### config.mk
export PLATFORM = sky130hd
export DESIGN_NAME = keypad_scanner
export DESIGN_NICKNAME = d
export VERILOG_FILES = /design/src/rtl/calc_pkg.sv /design/src/rtl/sync_2ff.sv /design/src/rtl/keypad_scanner.sv
export SDC_FILE = /design/constraint.sdc
export NUM_CORES = 1
export LEC_CHECK = 0
export BUFFER_PORTS_ARGS = -buffer_cell sky130_fd_sc_hd__clkbuf_2
export CORE_UTILIZATION = 45
export CTS_CLUSTER_DIAMETER = 30
export CTS_CLUSTER_SIZE = 24
export DETAILED_ROUTE_END_ITERATION = 12
export RECOVER_POWER = 100
export SETUP_SLACK_MARGIN = 0.02
export SLEW_MARGIN = 20
export SYNTH_ARGS = -nofsm -noshare
export SYNTH_HDL_FRONTEND = slang
export SYNTH_HIERARCHICAL = 1
export SYNTH_SLANG_ARGS = --single-unit
### constraint.sdc
create_clock -name clk -period 2.5 [get_ports clk]
set_clock_uncertainty 0.1 [all_clocks]
set_input_delay 0.375 -clock clk [delete_from_list [all_inputs] [get_ports clk]]
set_output_delay 0.375 -clock clk [all_outputs]
set_load 0.03 [all_outputs]
### src/rtl/calc_pkg.sv
`default_nettype none
// ============================================================================
//  Module      : calc_pkg
//  Description : Shared calculator definitions. Holds the keypad position to
//                key-value map (same 4-bit encoding the display path
//                consumes), the named operator codes, the keypad scanner
//                state type and a row priority helper.
//  Revision    : 1.0 - initial release
// ============================================================================
package calc_pkg;

    // Operator / control key codes, shared with the display and ALU logic.
    localparam logic [3:0] KEY_ADD = 4'hA;
    localparam logic [3:0] KEY_SUB = 4'hB;
    localparam logic [3:0] KEY_MUL = 4'hC;
    localparam logic [3:0] KEY_DIV = 4'hD;
    localparam logic [3:0] KEY_CLR = 4'hE;
    localparam logic [3:0] KEY_EQ  = 4'hF;

    // Key value indexed by {row, col}. Row 3 carries '*' (clear) in column 0
    // and '#' (equals) in column 2.
    localparam logic [3:0] KEY_MAP [16] = '{
        4'h1, 4'h2, 4'h3, KEY_ADD,
        4'h4, 4'h5, 4'h6, KEY_SUB,
        4'h7, 4'h8, 4'h9, KEY_MUL,
        KEY_CLR, 4'h0, KEY_EQ, KEY_DIV
    };

    typedef enum logic [1:0] {
        SCAN       = 2'd0,
        PRESS_DB   = 2'd1,
        HELD       = 2'd2,
        RELEASE_DB = 2'd3
    } kp_state_t;

    // Index of the lowest active-low row; only meaningful when some row is low.
    function automatic logic [1:0] first_low_row(input logic [3:0] rows);
        logic [1:0] idx;
        idx = 2'd3;
        if (!rows[2]) idx = 2'd2;
        if (!rows[1]) idx = 2'd1;
        if (!rows[0]) idx = 2'd0;
        return idx;
    endfunction

endpackage
`default_nettype wire

### src/rtl/sync_2ff.sv
`default_nettype none
// ============================================================================
//  Module      : sync_2ff
//  Description : Two-flop synchronizer for a bus of independent asynchronous
//                bits. Resets to all ones (idle level of pulled-up lines).
//  Ports       : clk  - destination clock
//                rst  - synchronous active-high reset
//                i_d  - asynchronous input bus
//                o_q  - synchronized output bus
//  Revision    : 1.0 - initial release
// ============================================================================
module sync_2ff #(
    parameter int WIDTH = 4
) (
    input  logic             clk,
    input  logic             rst,
    input  logic [WIDTH-1:0] i_d,
    output logic [WIDTH-1:0] o_q
);

    logic [WIDTH-1:0] r_meta;
    logic [WIDTH-1:0] r_sync;

    always_ff @(posedge clk) begin
        if (rst) begin
            r_meta <= '1;
            r_sync <= '1;
        end else begin
            r_meta <= i_d;
            r_sync <= r_meta;
        end
    end

    assign o_q = r_sync;

endmodule
`default_nettype wire

### src/rtl/keypad_scanner.sv
`default_nettype none
// ============================================================================
//  Module      : keypad_scanner
//  Description : 4x4 matrix keypad scanner. Drives one column low at a time,
//                senses the synchronized rows, debounces press and release,
//                and reports the decoded key with a one-cycle strobe.
//  Ports       : clk       - system clock
//                reset     - synchronous active-high reset
//                row_in    - keypad rows, active-low, asynchronous
//                col_out   - column drive, active-low one-hot
//                key_code  - value of the last accepted key
//                key_valid - one-cycle strobe on press acceptance
//                key_held  - high from press acceptance to release acceptance
//  Revision    : 1.0 - initial release
// ============================================================================
module keypad_scanner
    import calc_pkg::*;
#(
    parameter int SCAN_DIV        = 1000,
    parameter int DEBOUNCE_CYCLES = 50000
) (
    input  logic       clk,
    input  logic       reset,
    input  logic [3:0] row_in,
    output logic [3:0] col_out,
    output logic [3:0] key_code,
    output logic       key_valid,
    output logic       key_held
);

    localparam int TW = $clog2(SCAN_DIV);
    localparam int DW = $clog2(DEBOUNCE_CYCLES + 1);
    localparam logic [TW-1:0] TIMER_LAST = TW'(SCAN_DIV - 1);
    // Accept when this cycle's count would reach DEBOUNCE_CYCLES.
    localparam logic [DW-1:0] DB_LAST    = DW'(DEBOUNCE_CYCLES - 1);

    logic [3:0]    w_rs;

    kp_state_t     r_state,     w_state_nxt;
    logic [1:0]    r_col,       w_col_nxt;
    logic [1:0]    r_row,       w_row_nxt;
    logic [TW-1:0] r_timer,     w_timer_nxt;
    logic [DW-1:0] r_db_cnt,    w_db_cnt_nxt;
    logic [3:0]    r_key_code,  w_key_code_nxt;
    logic          r_key_valid, w_key_valid_nxt;
    logic          r_key_held,  w_key_held_nxt;
    logic          w_row_high;

    sync_2ff #(
        .WIDTH (4)
    ) u_row_sync (
        .clk (clk),
        .rst (reset),
        .i_d (row_in),
        .o_q (w_rs)
    );

    // Level of the latched row while its column stays frozen.
    assign w_row_high = w_rs[r_row];

    always_ff @(posedge clk) begin
        if (reset) begin
            r_state     <= SCAN;
            r_col       <= 2'd0;
            r_row       <= 2'd0;
            r_timer     <= '0;
            r_db_cnt    <= '0;
            r_key_code  <= 4'h0;
            r_key_valid <= 1'b0;
            r_key_held  <= 1'b0;
        end else begin
            r_state     <= w_state_nxt;
            r_col       <= w_col_nxt;
            r_row       <= w_row_nxt;
            r_timer     <= w_timer_nxt;
            r_db_cnt    <= w_db_cnt_nxt;
            r_key_code  <= w_key_code_nxt;
            r_key_valid <= w_key_valid_nxt;
            r_key_held  <= w_key_held_nxt;
        end
    end

    always_comb begin
        w_state_nxt     = r_state;
        w_col_nxt       = r_col;
        w_row_nxt       = r_row;
        w_timer_nxt     = r_timer;
        w_db_cnt_nxt    = r_db_cnt;
        w_key_code_nxt  = r_key_code;
        w_key_valid_nxt = 1'b0;
        w_key_held_nxt  = r_key_held;

        case (r_state)
            SCAN: begin
                // Rows are only trusted at the end of the column slot, after
                // settling and synchronizer latency.
                if (r_timer == TIMER_LAST) begin
                    if (w_rs != 4'b1111) begin
                        w_row_nxt    = first_low_row(w_rs);
                        w_db_cnt_nxt = '0;
                        w_state_nxt  = PRESS_DB;
                    end else begin
                        w_col_nxt   = r_col + 2'd1;
                        w_timer_nxt = '0;
                    end
                end else begin
                    w_timer_nxt = r_timer + TW'(1);
                end
            end

            PRESS_DB: begin
                if (w_row_high) begin
                    w_timer_nxt = '0;
                    w_state_nxt = SCAN;
                end else if (r_db_cnt == DB_LAST) begin
                    w_key_code_nxt  = KEY_MAP[{r_row, r_col}];
                    w_key_valid_nxt = 1'b1;
                    w_key_held_nxt  = 1'b1;
                    w_db_cnt_nxt    = '0;
                    w_state_nxt     = HELD;
                end else begin
                    w_db_cnt_nxt = r_db_cnt + DW'(1);
                end
            end

            HELD: begin
                if (w_row_high) begin
                    w_db_cnt_nxt = '0;
                    w_state_nxt  = RELEASE_DB;
                end
            end

            RELEASE_DB: begin
                if (!w_row_high) begin
                    w_state_nxt = HELD;
                end else if (r_db_cnt == DB_LAST) begin
                    w_key_held_nxt = 1'b0;
                    w_col_nxt      = r_col + 2'd1;
                    w_timer_nxt    = '0;
                    w_db_cnt_nxt   = '0;
                    w_state_nxt    = SCAN;
                end else begin
                    w_db_cnt_nxt = r_db_cnt + DW'(1);
                end
            end

            default: w_state_nxt = SCAN;
        endcase
    end

    assign col_out   = ~(4'b0001 << r_col);
    assign key_code  = r_key_code;
    assign key_valid = r_key_valid;
    assign key_held  = r_key_held;

endmodule
`default_nettype wire
==> results of run 1 <==
==> per-layer routing <==
metal	part of all wire (%)	track usage (%)	vias to the layer above
met2	46	31.6	37
li1	-	-	1094
met3	3.1	3.97	5
met5	0	0	-
met4	0.91	5.35	0
met1	50	26.5	984
==> cell type report <==
type                            count  area, um^2
Sequential cell                    46         921
Clock buffer                        5        68.8
Timing Repair Buffer               25         120
Inverter                           11        41.3
Clock inverter                      3        68.8
Multi-Input combinational cell    220        1430
Fill cell                         505        2440
Tap cell                           70        87.6
==> worst max-delay path by stage <==
stage | start | endpoint | slack [ns]
3_3_place_gp | r_row[1]$_SDFFE_PP0P_ | r_db_cnt[9]$_SDFFE_PP0P_ | 0.16
6_report | r_db_cnt[11]$_SDFFE_PP0P_ | r_col[0]$_SDFFE_PP0P_ | 0.14
2_1_floorplan | r_row[1]$_SDFFE_PP0P_ | r_db_cnt[14]$_SDFFE_PP0P_ | 0.38
5_1_grt | r_db_cnt[4]$_SDFFE_PP0P_ | r_timer[0]$_SDFFE_PP0P_ | 0.03
4_1_cts | r_row[1]$_SDFFE_PP0P_ | r_db_cnt[3]$_SDFFE_PP0P_ | 0.14
3_5_place_dp | r_row[1]$_SDFFE_PP0P_ | r_db_cnt[3]$_SDFFE_PP0P_ | 0.15
==> repair_timing <==
| action | in CTS | in global routing |
|---|---|---|
| setup endpoints to repair | 0 | 7 |
| resized for setup | 0 | 1 |
| endpoints found under the hold margin | 0 | 0 |
| buffers inserted | 0 | 0 |
==> per-stage QoR <==
| stage | setup slack (ns) | instance area (um^2) | power, mW | cells |
|---|---|---|---|---|
| after floorplan | 0.382 | 2450 | 0.795 | 289 |
| after global placement | 0.162 | 2630 | 0.808 | 372 |
| after detailed placement | 0.149 | 2630 | 0.810 | 372 |
| after CTS | 0.136 | 2760 | 1.48 | 380 |
| after global routing | 0.0311 | 2730 | 1.51 | 380 |
| final | 0.135 | 2730 | 1.46 | 380 |
==> flip-flops by register name (all words and copies together), names as in the netlist, named ones only <==
register	cells
r_timer	10
key_held	1
key_code	4
u_row_sync/o_q	4
r_col	2
r_db_cnt	16
u_row_sync/r_meta	4
key_valid	1
r_state	1
r_row	2
==> power breakdown <==
group,leakage [nW],internal [mW],total (mW),switching [mW]
registers,0.373,0.742,0.749,0.00654
logic,0.456,0.0178,0.0423,0.0245
clock network,0.0683,0.401,0.666,0.266
total,0.897,1.16,1.46,0.297
==> cells by family (layout without fill, tap and decap cells) <==
group                    after synthesis  in the layout
adder cells (fa/ha/maj)                8              8
buffers and inverters                 23             44
multiplexers                          10             10
XOR/XNOR                               1              1
AND/OR/NAND/NOR                      135            135
AO/OA/AOI/OAI                         66             66
flip-flops                            46             46
==> cell usage in the layout (no fill, tap or decap), drive strengths merged, types with 9 or more instances in the layout <==
cell type,n
dfxtp,46
nor2,26
a21oi,25
clkbuf,25
nand2,20
nand3,17
o21ai,16
nand2b,12
inv,11
nand4,9
or2,9
==> impl_metrics.py, run 1 <==
metrics = {
    "cells_and_area": {
        "layout-area-overhead-vs-synth_pct": 11.8,
        "fin_nets": 323,
        "drive_gt1_share_pct": 10.6,
        "final_util_pct": 52.9,
        "n_antenna_cell": 0,
    },
    "placement": {
        "hpwlAfterDp_mm": 3.62,
        "io_buffers": 15,
        "gp_congestion": 0.745,
    },
    "synth": {
        "yosys_warnings": 6,
        "synth_top_family_by_area": "simple AND/OR/NAND/NOR gates",
        "synth.largest_area_cell": "dfxtp_1",
        "synth_top_area_share_pct": 37.6,
        "ys_dominant_reg_cell": "dfxtp_1",
        "synth-seq-cells": 46,
        "synthAdderAreaFrac_pct": 4.09,
        "seq_area_frac_synth_pct": 37.6,
        "synth-edff-count": 0,
        "synth.distinct_cells": 56,
        "synthTopCellsByCount": "46 x dfxtp_1, 26 x nor2_1, 25 x a21oi_1, 20 x nand2_1, 17 x nand3_1",
        "synth_most_common_cell": "dfxtp_1",
        "syn_area_per_cell_um2": 8.46,
        "synth-simple-area-share_pct": 31.6,
        "synth_compound_area_share_pct": 17.0,
        "netlist_instances": 289,
        "synthesis.area_um2": 2450,
        "synth_fp_nets": 303,
        "synth_xor_area_share_pct": 0.358,
        "synth_area_leaders": "dfxtp_1 38%, a21oi_1 5.1%, ha_1 4.1%",
        "synth.area.mux_share_pct": 5.22,
        "async_flop_share_pct": 0,
    },
    "die": {
        "die-area_um2": 5730,
        "die_w_um": 75.7,
        "die_y_um": 75.7,
        "ios": 16,
        "rows": 26,
        "coreArea_um2": 5170,
        "initial_core_util_pct": 47.3,
    },
    "global_route": {
        "grt_max_degree": 50,
        "grt_pass1_wl_mm": 8.49,
        "grt_use_total_pct": 19.5,
        "gr-total-overflow": 0,
        "antenna_found_initial": 0,
        "first_global_vias": 1828,
    },
    "clock_tree": {
        "postCtsHoldBufs": 0,
        "clkSinkCount": 46,
        "clkTransAtPathRegs_ns": 0.09,
        "cts_htree_levels": 2,
        "clockRootBuffer": "clkbuf_8",
        "cts.path.max_buffers": 2,
        "clkLatencyLatePin_ns": 0.30,
        "cts_made_buffers": 5,
        "cts_tree": "yes",
    },
    "status": {
        "outcome": "finished, final reports clean",
    },
    "critical_path": {
        "worstSetupPathDepth": 5,
        "rr_endpoint": "r_col[0]$_SDFFE_PP0P_",
        "r2r_slack_ns": 0.14,
        "r2r-start": "r_db_cnt[11]$_SDFFE_PP0P_",
        "path_cells": "or4b_4 -> nor4_4 -> and2_0 -> a21oi_1 -> mux2_1",
        "start_kind": "flip-flop",
        "path_delay_family": "simple AND/OR/NAND/NOR gates",
        "timing.critical_path.buf_inv": 0,
        "worstPathArrival_ns": 2.46,
        "crit_type": "flip-flop to flip-flop",
        "ff2ff_path_depth": 5,
        "required_ns": 2.60,
        "cp_max_fo": 6,
        "worst_setup_path_end_kind": "flip-flop",
        "slowest_delay_ns": 0.59,
        "cp_slowest_cell": "or4b_4",
    },
    "timing": {
        "rsz0062_at_grt": "false",
        "fin_crit_ns": 2.36,
        "max_freq_ghz": 0.423,
        "hold_violations": 0,
        "slew_violations": 0,
        "max-slew-margin-rel_pct": 37.7,
        "worst_pin_slew_ns": 0.935,
        "fin_crit_sh_pct": 94.6,
        "fin_tns_setup_ns": 0,
        "hold_slack_ns": 0.142,
        "setup-violations-final": 0,
    },
    "routing": {
        "wl_per_cell_um": 13.8,
        "vias_per_cell": 5.58,
        "firstDrtPassIters": 4,
        "drt_iter0_drc": 151,
        "drt_wl_total_mm": 5.26,
        "drc": 0,
        "ant_nets": 0,
        "vias": 2120,
    },
    "pwr": {
        "p_leak_nw": 0.897,
        "power_density_nw_per_um2": 533,
        "vdd_drop_max_uv": 301,
    },
    "worst_hold_path": {
        "hold_path_depth": 2,
        "hold_class": "input pin to flip-flop",
        "worstHoldStart": "row_in[3]",
        "hold_end": "u_row_sync/r_meta[3]$_SDFF_PP1_",
    },
    "run": {
        "maxCapViolCount": 0,
    },
}
No activity file was read; power rests on OpenSTA's default activity.
==> run 2, diff against run 1 <==
--- a/config.mk
+++ b/config.mk
@@ -5,6 +5,7 @@
 export SDC_FILE = /design/constraint.sdc
 export NUM_CORES = 1
 export LEC_CHECK = 0
+export ABC_AREA = 1
 export BUFFER_PORTS_ARGS = -buffer_cell sky130_fd_sc_hd__clkbuf_2
 export CORE_UTILIZATION = 45
 export CTS_CLUSTER_DIAMETER = 30
==> impl_metrics.py, run 2 <==
metrics = {
    "status": {
        "outcome": "finished, final reports clean",
    },
    "critical_path": {
        "required_ns": 2.60,
        "crit_type": "flip-flop to flip-flop",
        "cp_slowest_cell": "dfxtp_1",
        "path_cells": "ha_1 -> nand2_1 -> nor2_1 -> nand4_1 -> nand3_1 -> nand2_4 -> o21ai_0 -> nor2_1",
        "timing.critical_path.buf_inv": 0,
        "worstPathArrival_ns": 2.22,
        "slowest_delay_ns": 0.38,
        "worst_setup_path_end_kind": "flip-flop",
        "start_kind": "flip-flop",
        "path_delay_family": "simple AND/OR/NAND/NOR gates",
        "crit_top_cell": "nor2_1",
        "r2r_slack_ns": 0.38,
        "cp_max_fo": 15,
    },
    "clock_tree": {
        "postCtsHoldBufs": 0,
        "clockRootBuffer": "clkbuf_8",
        "clkSinkCount": 46,
        "cts_htree_levels": 2,
        "cts_tree": "yes",
        "postCtsSetupBuffers": 0,
        "cts_resized": 0,
        "cts.path.max_buffers": 2,
        "cts_made_buffers": 5,
        "clkLatencyLatePin_ns": 0.30,
        "clkTransAtPathRegs_ns": 0.09,
    },
    "run": {
        "maxCapViolCount": 0,
    },
    "synth": {
        "synthTopCellsByCount": "123 x nand2_1, 62 x nor2_1, 55 x inv_1, 46 x dfxtp_1, 38 x nand3_1",
        "seq_area_frac_synth_pct": 32.3,
        "synth-edff-count": 0,
        "synthesis.area_um2": 2850,
        "synth-seq-cells": 46,
        "ys_dominant_reg_cell": "dfxtp_1",
        "synth.largest_area_cell": "dfxtp_1",
        "synth_most_common_cell": "nand2_1",
        "netlist_instances": 447,
        "async_flop_share_pct": 0,
        "synth_top_area_share_pct": 32.3,
        "synth_area_leaders": "dfxtp_1 32%, nand2_1 16%, nor2_1 8.2%",
        "synth.distinct_cells": 36,
        "syn_area_per_cell_um2": 6.38,
        "synth_fp_nets": 461,
        "yosys_warnings": 6,
    },
    "global_route": {
        "gr-total-overflow": 0,
        "grt_use_total_pct": 22.0,
        "grt_pass1_wl_mm": 11.4,
        "first_global_vias": 2523,
        "grt_max_degree": 22,
        "antenna_found_initial": 0,
    },
    "timing": {
        "setup-violations-final": 0,
        "slew_violations": 0,
        "max-slew-margin-rel_pct": 26.4,
        "hold_violations": 0,
        "max_freq_ghz": 0.472,
        "hold_slack_ns": 0.143,
        "fin_tns_setup_ns": 0,
        "fin_crit_ns": 2.12,
        "fin_crit_sh_pct": 84.8,
        "rsz0062_at_grt": "false",
        "worst_pin_slew_ns": 1.10,
    },
    "placement": {
        "hpwlAfterDp_mm": 4.82,
        "io_buffers": 15,
        "dp_cells": 530,
        "gp_congestion": 0.882,
    },
    "routing": {
        "drt_wl_total_mm": 6.67,
        "drt_iter0_drc": 123,
        "wl_per_cell_um": 12.4,
        "firstDrtPassIters": 4,
        "vias_per_cell": 5.05,
        "vias": 2717,
        "drc": 0,
        "ant_nets": 0,
    },
    "cells_and_area": {
        "seqCellArea_um2": 921,
        "final_cell_mix": "124 x nand2_1, 64 x nor2_1, 56 x inv_1, 46 x dfxtp_1, 39 x nand3_1",
        "fin_nets": 476,
        "final_common_cell": "nand2_1",
        "top_register": "r_db_cnt",
        "drive_gt1_share_pct": 6.26,
        "largest_reg_flops": 16,
        "layout-area-overhead-vs-synth_pct": 5.61,
        "fin_cells": 538,
        "multi_input_area_um2": 1600,
        "fill_cells": 676,
        "n_antenna_cell": 0,
        "top_regs": "r_db_cnt: 16 flops, r_timer: 10 flops",
    },
    "die": {
        "rows": 28,
        "coreArea_um2": 6030,
        "ios": 16,
        "die-area_um2": 6660,
        "die_y_um": 81.6,
        "die_w_um": 81.6,
        "initial_core_util_pct": 47.3,
    },
    "pwr": {
        "seq_power_share_pct": 59.9,
        "pwr-share-clk_pct": 36.0,
        "vdd_drop_max_uv": 248,
        "power_density_nw_per_um2": 415,
        "p_int_mw": 0.956,
        "p_sw_mw": 0.295,
        "p_leak_nw": 1.27,
        "power_mw": 1.25,
        "netSwitchingFraction_pct": 23.6,
        "combPwrFrac_pct": 4.1,
    },
    "worst_hold_path": {
        "hold_class": "input pin to flip-flop",
    },
}
==> run 2: cell types whose count changed after synthesis, sizes merged, moves of 6 or more <==
cell    previous run  this run
nand2b            12         0
a21oi             25        31
inv               11        60
or2                9         0
nor2              26        66
nand2             20       129
clkbuf             8         2
nand3             17        41
mux2i              6         0
or3                8         0
a31oi              8         2
==> run 2: area by class of cell <==
| type | count | area share [%] |
|---|---|---|
| tap | 75 | 3.11 |
| timing repair buffer | 18 | 2.70 |
| multi-input combinational | 331 | 53.0 |
| clock buffer | 6 | 2.41 |
| clock inverter | 2 | 0.457 |
| sequential | 46 | 30.6 |
| inverter | 60 | 7.72 |
==> run 2: metrics by stage <==
step                      instance area, um^2  worst slack (ns)  utilization [%]
after CTS                                3060             0.513             50.8
final                                    3010             0.380             50.0
after detailed placement                 2980             0.526             49.4
after floorplan                          2850             0.801                -
after global routing                     3010             0.190             50.0
after global placement                   2980             0.522             49.4
==> run 2: layer usage <==
metal / vias to the layer above / track usage [%] / routed length (um)
met5: - / 0 / 0
met4: 0 / 6.84 / 75
met3: 6 / 3.89 / 236
met2: 46 / 36.6 / 2990
met1: 1216 / 28.9 / 3370
li1: 1449 / - / -
==> run 2: worst paths after layout <==
check | startpoint | end | cells after the start
worst min register to register | u_row_sync/r_meta[1]$_SDFF_PP1_ | u_row_sync/o_q[1]$_SDFF_PP1_ | 2
worst min-delay path | row_in[2] | u_row_sync/r_meta[2]$_SDFF_PP1_ | 3
worst max register to register | r_timer[1]$_SDFFE_PP0P_ | r_db_cnt[0]$_SDFFE_PP0P_ | 8
worst max-delay path | r_timer[1]$_SDFFE_PP0P_ | r_db_cnt[0]$_SDFFE_PP0P_ | 8
==> run 2: cells by family (layout without fill, tap and decap cells) <==
group | after synthesis | count (layout) | share of synthesized area (%)
buffers and inverters | 70 | 86 | 10.5
adders and majority gates | 8 | 8 | 3.51
DFF | 46 | 46 | 32.3
xor gates and xnor gates | 5 | 5 | 1.54
AOI/OAI and AO/OA | 56 | 56 | 10.9
and+or+nand+nor | 262 | 262 | 41.2
==> run 2: worst reg2reg max path: cells and delay by family, from the launching register on <==
family	cells	cell delay (ns)
and+or+nand+nor	6	1.14
DFF	1	0.38
adders and majority gates	1	0.18
AOI/OAI and AO/OA	1	0.22
==> run 2: power by group through the flow <==
stage               sequential (mW)  combinational (mW)  clock (mW)
floorplan                     0.765              0.0395           0
global placement              0.767              0.0516           0
detailed placement            0.767              0.0525           0
CTS                           0.750              0.0528       0.472
global route                  0.751              0.0591       0.498
finish                        0.750              0.0510       0.451
==> run 3, diff against run 2 <==
==> constraint.sdc (replaced) <==
create_clock -name clk -period 2 [get_ports clk]
set_clock_uncertainty 0.1 [all_clocks]
set_input_delay 0.3 -clock clk [delete_from_list [all_inputs] [get_ports clk]]
set_output_delay 0.3 -clock clk [all_outputs]
set_load 0.03 [all_outputs]
==> impl_metrics.py, run 3 (synthesized netlist as in run 2, its figures left out) <==
metrics = {
    "pwr": {
        "pwr-share-clk_pct": 37.4,
        "p_leak_nw": 1.34,
        "p_int_mw": 1.23,
        "power_density_nw_per_um2": 505,
        "netSwitchingFraction_pct": 23.4,
        "power_mw": 1.60,
        "vdd_drop_max_uv": 279,
        "p_sw_mw": 0.375,
        "combPwrFrac_pct": 4.2,
        "seq_power_share_pct": 58.4,
    },
    "cells_and_area": {
        "layout-area-overhead-vs-synth_pct": 11.4,
        "final_cell_mix": "121 x nand2_1, 60 x nor2_1, 56 x inv_1, 46 x dfxtp_1, 37 x nand3_1",
        "fin_nets": 487,
        "top_register": "r_db_cnt",
        "n_antenna_cell": 0,
        "largest_reg_flops": 16,
        "drive_gt1_share_pct": 10.8,
        "top_regs": "r_db_cnt: 16 flops, r_timer: 10 flops",
        "final_common_cell": "nand2_1",
    },
    "global_route": {
        "gr-total-overflow": 0,
        "first_global_vias": 2511,
        "grt_use_total_pct": 22.0,
        "antenna_found_initial": 0,
        "grt_max_degree": 22,
        "grt_pass1_wl_mm": 11.3,
    },
    "clock_tree": {
        "cts_htree_levels": 2,
        "clkTransAtPathRegs_ns": 0.09,
        "clockRootBuffer": "clkbuf_8",
        "cts_tree": "yes",
        "clkSinkCount": 46,
        "clkLatencyLatePin_ns": 0.30,
        "postCtsHoldBufs": 0,
        "cts.path.max_buffers": 2,
        "cts_made_buffers": 5,
    },
    "routing": {
        "vias_per_cell": 5.02,
        "drt_iter0_drc": 173,
        "ant_nets": 0,
        "wl_per_cell_um": 12.2,
        "vias": 2756,
        "firstDrtPassIters": 5,
        "drt_wl_total_mm": 6.71,
        "drc": 0,
    },
    "critical_path": {
        "start_kind": "flip-flop",
        "cp_slowest_cell": "dfxtp_1",
        "worstPathArrival_ns": 1.96,
        "slowest_delay_ns": 0.38,
        "path_delay_family": "simple AND/OR/NAND/NOR gates",
        "crit_path_start": "r_timer[1]$_SDFFE_PP0P_",
        "timing.critical_path.buf_inv": 1,
        "ff2ff_path_depth": 9,
        "worst_setup_path_end_kind": "flip-flop",
        "worstSetupPathDepth": 9,
        "required_ns": 2.11,
        "crit_type": "flip-flop to flip-flop",
        "path_cells": "ha_1 -> nand2_2 -> nor2_2 -> nand4_2 -> nand2_2 -> inv_2 -> nand2_4 -> nand2_1 -> a21oi_1",
        "critPathCapture": "r_timer[9]$_SDFFE_PP0P_",
        "r2r-start": "r_timer[1]$_SDFFE_PP0P_",
        "crit_top_cell": "nand2_2",
        "r2r_slack_ns": 0.15,
        "cp_max_fo": 8,
        "rr_endpoint": "r_timer[9]$_SDFFE_PP0P_",
    },
    "status": {
        "outcome": "finished, final reports clean",
    },
    "timing": {
        "rsz0062_at_grt": "true",
        "fin_tns_setup_ns": 0,
        "fin_crit_ns": 1.85,
        "hold_violations": 0,
        "worst_pin_slew_ns": 1.13,
        "slew_violations": 0,
        "max-slew-margin-rel_pct": 24.8,
        "fin_crit_sh_pct": 92.3,
        "max_freq_ghz": 0.542,
        "setup-violations-final": 0,
    },
    "die": {
        "ios": 16,
        "die_y_um": 81.6,
        "coreArea_um2": 6030,
        "rows": 28,
        "die-area_um2": 6660,
        "initial_core_util_pct": 47.3,
        "die_w_um": 81.6,
    },
    "placement": {
        "io_buffers": 15,
        "gp_congestion": 0.905,
        "hpwlAfterDp_mm": 4.89,
    },
    "worst_hold_path": {
        "hold_class": "input pin to flip-flop",
    },
    "run": {
        "maxCapViolCount": 0,
    },
}
run 3: cell types whose count changed in the layout (fill, tap and decap cells not counted), sizes merged:
cell	change
buf	+10
a21oi	+1
clkinv	-1
clkinvlp	+1
run 3: routing by layer:
layer	GRT usage, %	share of wire, %	vias up
li1	-	-	1479
met1	29.2	50	1217
met2	36.5	45	56
met3	3.56	4.2	4
met4	6.32	0.88	0
met5	0	0	-
run 3: worst min path at each step:
stage | from | endpoint | cells past startpoint
global placement | u_row_sync/r_meta[2]$_SDFF_PP1_ | u_row_sync/o_q[2]$_SDFF_PP1_ | 2
floorplan | row_in[2] | u_row_sync/r_meta[2]$_SDFF_PP1_ | 2
CTS | row_in[1] | u_row_sync/r_meta[1]$_SDFF_PP1_ | 3
global route | row_in[3] | u_row_sync/r_meta[3]$_SDFF_PP1_ | 3
finish | row_in[1] | u_row_sync/r_meta[1]$_SDFF_PP1_ | 3
detailed placement | u_row_sync/r_meta[3]$_SDFF_PP1_ | u_row_sync/o_q[3]$_SDFF_PP1_ | 2
run 3: area by class of cell:
class | count | area (um^2)
fill | 626 | 2850
multi-input combinational | 332 | 1680
sequential | 46 | 921
inverter | 60 | 233
timing repair buffer | 28 | 156
tap | 75 | 93.8
clock buffer | 6 | 82.6
clock inverter | 2 | 12.5
run 3: power groups by stage:
stage	Combinational [mW]	Clock [mW]	Sequential, mW
after floorplan	0.0494	0	0.956
after global placement	0.0680	0	0.958
after detailed placement	0.0694	0	0.958
after CTS	0.0696	0.629	0.937
after global routing	0.0793	0.659	0.939
final	0.0674	0.600	0.937
run 3: timing repair:
item / CTS / global route
endpoints found under the setup margin: 0 / 19
resized for setup: 0 / 14
buffers inserted: 0 / 1
run 3: stage by stage:
step,hold slack [ns],utilization (%),instance area (um^2),setup slack [ns],instances
floorplan,0.285,-,2850,0.301,447
CTS,0.0611,52.1,3140,0.0786,547
global route,0.0797,52.7,3180,0.0114,549
finish,0.0756,52.7,3180,0.154,549
global placement,0.295,50.5,3040,0.201,539
detailed placement,0.294,50.5,3040,0.0973,539
run 3: tightest hold or removal path, stage by stage:
cell      delay (ns)
clkbuf_2        0.07
inv_1           0.03
nand2_1         0.04
